### src/rtl/tile_dispatcher.sv
// tile_dispatcher: hands out the tiles of a mu x mu job in row-major order to
// NUM_PROC processors using an offer/ack handshake, tracks which processors are
// busy, and counts completed tiles until the whole job is finished.
// Optional feature macro: TILE_DISPATCHER_CYCLE_COUNT_EN adds out_cycles, a
// 32-bit saturating count of the cycles for which out_busy was high.
module tile_dispatcher #(
    parameter int NUM_PROC    = 4,
    parameter int index_width = 8
) (
    input  logic                   in_clk,
    input  logic                   in_reset,
    input  logic                   in_start,
    input  logic [index_width-1:0] in_blocks,
    input  logic [NUM_PROC-1:0]    in_index_ack,
    input  logic [NUM_PROC-1:0]    in_result_ready,
    output logic [index_width-1:0] out_row_index,
    output logic [index_width-1:0] out_col_index,
    output logic [index_width-1:0] out_mu,
    output logic [NUM_PROC-1:0]    out_index_ready,
    output logic                   out_busy,
    output logic                   out_done
`ifdef TILE_DISPATCHER_CYCLE_COUNT_EN
    ,
    output logic [31:0]            out_cycles
`endif
);

    localparam int CW = 2 * index_width;
    localparam logic [index_width-1:0] ONE_IDX = {{(index_width-1){1'b0}}, 1'b1};

    typedef enum logic [2:0] {IDLE, DISPATCH, WAIT_ACK, DRAIN, DONE} state_t;

    state_t                 state_reg, state_next;
    logic [index_width-1:0] mu_reg, mu_next;
    logic [index_width-1:0] i_reg, i_next;
    logic [index_width-1:0] j_reg, j_next;
    logic [NUM_PROC-1:0]    ready_reg, ready_next;
    logic [NUM_PROC-1:0]    busy_reg, busy_next;
    logic                   busy_flag_reg, busy_flag_next;
    logic                   done_reg, done_next;
    logic [CW-1:0]          completed_reg, completed_next;

    logic [NUM_PROC-1:0]    result_hit;
    logic [NUM_PROC-1:0]    sel_onehot;
    logic [CW-1:0]          result_cnt;
    logic [index_width-1:0] mu_last;
    logic [CW-1:0]          mu_wide;
    logic [CW-1:0]          mu_sq;
    logic                   any_idle;

    // A result only counts when it comes from a processor that holds a tile
    genvar gi;
    generate
        for (gi = 0; gi < NUM_PROC; gi++) begin : g_hit
            assign result_hit[gi] = in_result_ready[gi] & busy_reg[gi];
        end
    endgenerate

    assign mu_last  = mu_reg - ONE_IDX;
    assign mu_wide  = {{index_width{1'b0}}, mu_reg};
    assign mu_sq    = mu_wide * mu_wide;
    assign any_idle = ~(&busy_reg);

    // Lowest-numbered idle processor and number of accepted results this cycle
    always_comb begin
        sel_onehot = '0;
        result_cnt = '0;
        for (int k = NUM_PROC - 1; k >= 0; k--) begin
            if (!busy_reg[k]) begin
                sel_onehot    = '0;
                sel_onehot[k] = 1'b1;
            end
        end
        for (int k = 0; k < NUM_PROC; k++) begin
            result_cnt = result_cnt + {{(CW-1){1'b0}}, result_hit[k]};
        end
    end

    // Next-state and registered-output logic
    always_comb begin
        state_next     = state_reg;
        mu_next        = mu_reg;
        i_next         = i_reg;
        j_next         = j_reg;
        ready_next     = ready_reg;
        busy_flag_next = busy_flag_reg;
        done_next      = 1'b0;
        completed_next = completed_reg + result_cnt;
        busy_next      = busy_reg & ~result_hit;
        case (state_reg)
            IDLE: begin
                if (in_start) begin
                    mu_next        = in_blocks;
                    i_next         = '0;
                    j_next         = '0;
                    completed_next = '0;
                    busy_next      = '0;
                    busy_flag_next = 1'b1;
                    state_next     = (in_blocks == '0) ? DONE : DISPATCH;
                end
            end
            DISPATCH: begin
                if (any_idle) begin
                    ready_next = sel_onehot;
                    state_next = WAIT_ACK;
                end
            end
            WAIT_ACK: begin
                if (|(in_index_ack & ready_reg)) begin
                    busy_next  = busy_next | ready_reg;
                    ready_next = '0;
                    state_next = DISPATCH;
                    if (j_reg == mu_last) begin
                        if (i_reg == mu_last) begin
                            // Last tile: keep the indices where they are
                            state_next = DRAIN;
                        end else begin
                            j_next = '0;
                            i_next = i_reg + ONE_IDX;
                        end
                    end else begin
                        j_next = j_reg + ONE_IDX;
                    end
                end
            end
            DRAIN: begin
                if ((busy_reg == '0) && (completed_reg == mu_sq)) begin
                    state_next = DONE;
                end
            end
            DONE: begin
                done_next      = 1'b1;
                busy_flag_next = 1'b0;
                state_next     = IDLE;
            end
            default: state_next = IDLE;
        endcase
    end

    // State and output registers; reset abandons any job in flight
    always_ff @(posedge in_clk or posedge in_reset) begin
        if (in_reset) begin
            state_reg     <= IDLE;
            mu_reg        <= '0;
            i_reg         <= '0;
            j_reg         <= '0;
            ready_reg     <= '0;
            busy_reg      <= '0;
            busy_flag_reg <= 1'b0;
            done_reg      <= 1'b0;
            completed_reg <= '0;
        end else begin
            state_reg     <= state_next;
            mu_reg        <= mu_next;
            i_reg         <= i_next;
            j_reg         <= j_next;
            ready_reg     <= ready_next;
            busy_reg      <= busy_next;
            busy_flag_reg <= busy_flag_next;
            done_reg      <= done_next;
            completed_reg <= completed_next;
        end
    end

    assign out_row_index   = i_reg;
    assign out_col_index   = j_reg;
    assign out_mu          = mu_reg;
    assign out_index_ready = ready_reg;
    assign out_busy        = busy_flag_reg;
    assign out_done        = done_reg;

`ifdef TILE_DISPATCHER_CYCLE_COUNT_EN
    logic [31:0] cycles_reg;

    // Saturating busy-cycle counter, cleared when a job is accepted
    always_ff @(posedge in_clk or posedge in_reset) begin
        if (in_reset) begin
            cycles_reg <= '0;
        end else if ((state_reg == IDLE) && in_start) begin
            cycles_reg <= '0;
        end else if (busy_flag_reg && (cycles_reg != 32'hFFFF_FFFF)) begin
            cycles_reg <= cycles_reg + 32'd1;
        end
    end

    assign out_cycles = cycles_reg;
`endif

endmodule

### config.mk
export PLATFORM = sky130hd
export DESIGN_NAME = tile_dispatcher
export DESIGN_NICKNAME = d
export VERILOG_FILES = /design/src/rtl/tile_dispatcher.sv
export SDC_FILE = /design/constraint.sdc
export NUM_CORES = 1
export LEC_CHECK = 0
export ABC_CLOCK_PERIOD_IN_PS = 4810
export CAP_MARGIN = 15
export CORE_UTILIZATION = 30
export CTS_CLUSTER_DIAMETER = 120
export DETAILED_ROUTE_END_ITERATION = 10
export PLACE_DENSITY = 0.48
export SLEW_MARGIN = 0
export SYNTH_ARGS = -nofsm -noshare
export SYNTH_HDL_FRONTEND = slang
export SYNTH_SLANG_ARGS = --single-unit
### constraint.sdc
create_clock -name in_clk -period 4.81 [get_ports in_clk]
set_clock_uncertainty 0.1 [all_clocks]
set_input_delay 0.962 -clock in_clk [delete_from_list [all_inputs] [get_ports in_clk]]
set_output_delay 0.962 -clock in_clk [all_outputs]
set_load 0.05 [all_outputs]
==> results.md, run 1 <==
- Vias in the first global route: 4110
- Commonest non-fill, non-tap cell in the layout: nand2_1
- Die height: 131.0 um
- Ant. Diodes: 0
- Met1 Use GR: 0.2406
- Commonest cells after routing, fill and taps aside: nand2_1 (53), inv_1 (51), clkdlybuf4s50_1 (48), nor2_1 (46), dfrtp_1 (45)
- Worst setup endpoint: state_reg[1]
- Critical path launch point: out_mu[7]
- CP startpoint kind: register
- I/O pin cnt: 49
- Post-Synthesis Cells: 573
- Total grt overflow: 0
- Hold_buf cts: 0
- GR Util met3: 0.01914
- CP arrival: 4860 ps
- Fin. max-slew vios: 0
- Final Setup Violations: 0
- Port bufs: 48
- Vias per cell: 4.914
- R2R cell count: 15
- Final Core Density: 0.3872
- Synth Cell Area: 0.004994 sq mm
- Area Growth Syn to Fin: 24.51%
- Share of cells above drive strength 1: 0.1374
- Max_slew headroom: 0.4513
- Starting density of the core: 0.3110
- Met2 GRT Util: 0.2698
- # DRC: 0
- Vias: 4172
- Dpl hpwl: 10.60 mm
- Top Usage Layer GRT: met2
- Fin. Hold Viols: 0
- Fin crit period: 4789 ps
- Largest net degree at the start of global routing: 36
- Slew @ Worst Pin: 821.3 ps
- Final estimated routing congestion in global placement: 0.8517
- Start of the worst register-to-register path: out_mu[7]
- Die X: 131.0 um
- Largest register FFs: 16
- Wirelength per Cell: 15.98 um
- CP Data Required Time: 4880 ps
- Final nets: 710
- Syn nets: 651
- Max-Cap Viols: 0
- Reg-to-Reg End: state_reg[1]
- Top FF cell, synth: dfrtp_1
- Clock-pin slew on the worst setup and hold paths: 80 ps
- Initial antenna violation count: 0
- Slack of the worst reg-to-reg path: 20 ps
- Crit path max fanout: 6
- Avg Cell Area, Syn: 8.715 sq um
- Final wirelength: 13.57 mm
- Finished Layout Cells: 849
- EDFF count, synth: 0
- Synth unique cells: 62
- First-pass GRT wire length: 21.83 mm
- Full die area: 0.01716 sq mm
- Core area: 0.01606 sq mm
- Placed cells: 836
- Starting DRT DRC Count: 237
- Critical Path Sink Type: register
- Hold crit path type: reg2reg
- CTS sink count: 53
- WS Path Type: reg2reg
- CTS Buffer Depth: 2
- Drt first pass iters: 4
- Highest clock rate: 208.8 MHz
- GRT Overall Usage: 0.1659
- Final period utilization: 0.9957
- Unrepaired setup endpoints after global routing: true
- Detail Route Antenna Nets: 0
- FFs w/ async S/R, synth: 1.000
- Filler cell count in the final layout: 1637
- Cts bufs inserted: 5
- FF+latch count, synth: 53
- H-tree Lvls: 2
- Root Buffer: clkbuf_16
- Status: complete, no violations
- Cell Rows: 46
- CTS tree: yes
- Clock insertion delay at the later pin of the skew report: 300 ps
- Yosys warning count: 0
- Post-synthesis sequential area ratio: 0.2656
per-layer routing:
| metal | wire length, um | part of all wire |
|---|---|---|
| met1 | 6881 | 0.51 |
| met2 | 6260 | 0.46 |
| met3 | 374 | 0.028 |
| met4 | 55 | 0.0041 |
| met5 | 0 | 0 |
Yosys cell counts (4+ instances only):
library cell	count	area share
mux2i_1	8	0.016
or3_1	8	0.010
nor4_1	7	0.0088
o31ai_1	5	0.0075
nor2b_1	4	0.0050
xor2_1	20	0.035
a21o_1	6	0.0090
ha_1	34	0.085
clkbuf_1	17	0.013
nand2_1	61	0.046
nand3_1	20	0.020
o21ai_0	21	0.021
nor2_1	49	0.037
dfrtp_1	53	0.27
nor3_1	10	0.010
xnor2_1	41	0.072
nand4_1	7	0.0088
o211ai_1	4	0.0060
a21oi_1	21	0.021
nor3b_1	4	0.0060
nand2b_1	8	0.010
a211oi_1	4	0.0060
inv_1	53	0.040
and2_1	15	0.019
fa_1	25	0.10
and3_1	7	0.0088
how the worst min path moves through the flow:
stage	startpoint	end	slack [ps]	depth (start not counted)
floorplan	busy_reg[2]	out_index_ready[2]	370	1
global placement	busy_reg[2]	out_index_ready[2]	420	1
detailed placement	busy_reg[2]	out_index_ready[2]	420	1
CTS	busy_reg[2]	out_index_ready[2]	430	1
global route	busy_reg[2]	out_index_ready[2]	450	1
finish	busy_reg[2]	out_index_ready[2]	430	1
worst max-delay path: stages, from the launching register on:
cell and delay (ps):
dfrtp_2 410, nand2_2 80, fa_2 610, fa_1 450, fa_1 520, inv_2 40
fa_1 550, ha_4 220, buf_4 160, a31o_4 230, o41ai_4 360, xnor2_1 160
nand4_1 120, a2111o_1 450, o211ai_1 120, a21oi_1 100
kinds of logic (layout without fill, tap and decap cells):
group	after synthesis	in the layout	share of synthesized area
AOI/OAI and AO/OA	93	93	0.1290
xor gates and xnor gates	61	61	0.1070
adders and majority gates	59	59	0.1854
buffers and inverters	78	138	0.06214
DFF	53	53	0.2656
muxes	8	8	0.01604
and+or+nand+nor	221	221	0.2348
per-stage QoR:
| step | worst slack (ps) | setup TNS [ps] | area (sq um) | hold slack, ps |
|---|---|---|---|---|
| after detailed placement | 33.33 | 0 | 5894 | 416.1 |
| after global placement | 98.93 | 0 | 5894 | 416.2 |
| final | 20.74 | 0 | 6217 | 426.6 |
| after floorplan | -138.8 | -290.1 | 5139 | 366.6 |
| after CTS | 21.52 | 0 | 6053 | 431.2 |
| after global routing | -108.0 | -195.2 | 6217 | 446.6 |
repair_timing:
action	in CTS	in global routing
pin swaps	0	28
setup buffers	0	6
endpoints found under the setup margin	1	3
gates resized for setup	1	32
layout make-up:
type                            instances  area, sq um  area share
Tap cell                              216        270.3     0.04347
Clock buffer                            6        138.9     0.02234
Inverter                               54        206.4     0.03321
Timing Repair Buffer                   76        714.4      0.1149
Clock inverter                          2        16.27    0.002616
Multi-Input combinational cell        442         3535      0.5685
Sequential cell                        53         1336      0.2149
Power of run 1 is left out: the tool's default activity adds up to more than one toggle a clock period on the data nets, which glitch-free logic cannot reach.
==> run 2: changes to the inputs <==
--- a/config.mk
+++ b/config.mk
@@ -5,6 +5,7 @@
 export SDC_FILE = /design/constraint.sdc
 export NUM_CORES = 1
 export LEC_CHECK = 0
+export ABC_AREA = 1
 export ABC_CLOCK_PERIOD_IN_PS = 4810
 export CAP_MARGIN = 15
 export CORE_UTILIZATION = 30
==> results.md, run 2 <==
- Vias: 4719 (was 4172)
- Initial antenna violation count: 0 (unchanged)
- Highest clock rate: 224.5 MHz (was 208.8 MHz)
- CTS tree: yes (unchanged)
- Syn nets: 847 (was 651)
- Hold_buf cts: 0 (unchanged)
- Hold crit path type: reg2reg (unchanged)
- Vias in the first global route: 4658 (was 4110)
- Final Setup Violations: 0 (unchanged)
- Dpl hpwl: 11.32 mm (was 10.60 mm)
- Full die area: 0.01862 sq mm (was 0.01716 sq mm)
- Total grt overflow: 0 (unchanged)
- Clock-pin slew on the worst setup and hold paths: 70 ps (was 80 ps)
- Core area: 0.01748 sq mm (was 0.01606 sq mm)
- Largest net degree at the start of global routing: 32 (was 36)
- Post-synth top cells: nand2_1 (230), inv_1 (136), nor2_1 (57), dfrtp_1 (53), nand3_1 (48) (was nand2_1 (61), dfrtp_1 (53), inv_1 (53), nor2_1 (49), xnor2_1 (41))
- Cts bufs inserted: 5 (unchanged)
- Commonest cells after routing, fill and taps aside: nand2_1 (230), inv_1 (135), nor2_1 (56), dfrtp_1 (49) (was nand2_1 (53), inv_1 (51), clkdlybuf4s50_1 (48), nor2_1 (46), dfrtp_1 (45))
- Unrepaired setup endpoints after global routing: false (was true)
- Register area: 0.001331 sq mm (was 0.001336 sq mm)
- Fin. max-slew vios: 0 (unchanged)
- Avg Cell Area, Syn: 7.052 sq um (was 8.715 sq um)
- Starting DRT DRC Count: 188 (was 237)
- Share of cells above drive strength 1: 0.09622 (was 0.1374)
- Critical Path Sink Type: register (unchanged)
- CTS Buffer Depth: 2 (unchanged)
- Max_slew headroom: 0.5251 (was 0.4513)
- CTS sink count: 53 (unchanged)
- Post-Synthesis Cells: 769 (was 573)
- Final period utilization: 0.9259 (was 0.9957)
- PostCTS Resize Cnt: 0 (was 1)
- Slew @ Worst Pin: 711.3 ps (was 821.3 ps)
- FFs w/ async S/R, synth: 1.000 (unchanged)
- H-tree Lvls: 2 (unchanged)
- Cell Rows: 48 (was 46)
- CP arrival: 4550 ps (was 4860 ps)
- Drt first pass iters: 4 (unchanged)
- Top FF cell, synth: dfrtp_1 (unchanged)
- Status: complete, no violations (unchanged)
- Synth top area share: 0.2446 (was 0.2656)
- Final wirelength: 14.06 mm (was 13.57 mm)
- Vias per cell: 4.511 (was 4.914)
- WS Path Type: reg2reg (unchanged)
- Area leader, netlist: dfrtp_1 (unchanged)
- Die height: 136.4 um (was 131.0 um)
- Synth unique cells: 43 (was 62)
- Root Buffer: clkbuf_16 (unchanged)
- # DRC: 0 (unchanged)
- Final nets: 898 (was 710)
- Detail Route Antenna Nets: 0 (unchanged)
- Yosys warning count: 0 (unchanged)
- Max-Cap Viols: 0 (unchanged)
- Final estimated routing congestion in global placement: 0.8335 (was 0.8517)
- Post-CTS setup buffers: 0 (unchanged)
- Filler cell count in the final layout: 1859 (was 1637)
- Commonest non-fill, non-tap cell in the layout: nand2_1 (unchanged)
- Largest register FFs: 16 (unchanged)
- CP startpoint kind: register (unchanged)
- EDFF count, synth: 0 (unchanged)
- CP Data Required Time: 4910 ps (was 4880 ps)
- FF+latch count, synth: 53 (unchanged)
- Port bufs: 48 (unchanged)
- Wirelength per Cell: 13.44 um (was 15.98 um)
- Synth Cell Area: 0.005423 sq mm (was 0.004994 sq mm)
- Final Core Density: 0.3628 (was 0.3872)
- I/O pin cnt: 49 (unchanged)
- GRT Overall Usage: 0.1648 (was 0.1659)
- Most common cell in the synthesized netlist: nand2_1 (unchanged)
- First-pass GRT wire length: 23.60 mm (was 21.83 mm)
- Fin Setup TNS: 0 ps (unchanged)
- Area contributors post-synth: dfrtp_1 (24%), nand2_1 (16%), inv_1 (9.4%) (was dfrtp_1 (27%), fa_1 (10%), ha_1 (8.5%))
- Die X: 136.4 um (was 131.0 um)
- Crit path max fanout: 9 (was 6)
- Post-synthesis sequential area ratio: 0.2446 (was 0.2656)
- Fin crit period: 4453 ps (was 4789 ps)
- Clock insertion delay at the later pin of the skew report: 310 ps (was 300 ps)
- Starting density of the core: 0.3103 (was 0.3110)
- Area Growth Syn to Fin: 16.91% (was 24.51%)
- Ant. Diodes: 0 (unchanged)
- Area of the multi-input gates: 0.003431 sq mm (was 0.003535 sq mm)
- Fin. Hold Viols: 0 (unchanged)
==> run 2: cell families (layout without fill, tap and decap cells) <==
group,count (synthesis),after routing,synth area share
fa+ha+maj,59,59,0.1707
compound gates,62,62,0.06807
buf+inv,160,212,0.1239
xor+xnor,27,27,0.05007
flops,53,53,0.2446
simple gates,408,408,0.3426
==> run 2: path summary, 6_finish.rpt <==
kind                                    from           endpoint  slack, ps  cells past startpoint
worst max-delay path               out_mu[0]       state_reg[0]        360                     23
worst min-delay path            state_reg[0]           out_done        370                      1
worst max register to register     out_mu[0]       state_reg[0]        360                     23
worst min register to register  state_reg[0]           out_done        370                      1
max in group asynchronous           in_reset  completed_reg[11]       2830                      3
min in group asynchronous           in_reset   out_row_index[1]        980                      2
==> run 2: critical path, stage by stage (launching register included) <==
cell and delay [ps]:
dfrtp_1 420, buf_4 220, nand2_1 130, inv_1 90
ha_1 300, ha_1 280, inv_1 50, fa_1 520
fa_1 560, inv_1 50, ha_1 420, nand2_1 80
nand2_1 120, inv_1 50, nand2_1 90, nand2_1 80
nand2_1 90, nand2_1 60, nand2_1 50, nand4_1 100
nor2_1 140, nand3_1 120, nand2_1 120, a21oi_1 80
==> run 2: per-stage QoR <==
stage          setup slack [ps]  hold slack, ps  area [sq um]  cells
4_1_cts                   290.8           373.0          6331   1046
2_1_floorplan             225.6           314.7          5423    769
3_3_place_gp              351.9           363.5          6158   1038
6_report                  356.6           370.6          6340   1046
5_1_grt                   13.05           384.6          6340   1046
3_5_place_dp              309.6           357.2          6158   1038
==> run 2: area by class of cell <==
| cell class | count | share of cell area |
|---|---|---|
| clock buffer | 7 | 0.02250 |
| clock inverter | 1 | 0.004737 |
| inverter | 142 | 0.08486 |
| multi-input combinational | 556 | 0.5411 |
| sequential | 53 | 0.2100 |
| tap | 225 | 0.04440 |
| timing repair buffer | 62 | 0.09236 |
==> run 2: metal layers <==
layer  wire length [um]  share of wire  track usage  vias to the layer above
met5                  0              0            0                        -
met4                162          0.012      0.04444                        0
met3                430          0.031      0.02535                        8
met2               6132           0.44       0.2496                       48
met1               7338           0.52       0.2404                     2183
li1                   -              -            -                     2480
Power of run 2 is left out for the same reason.
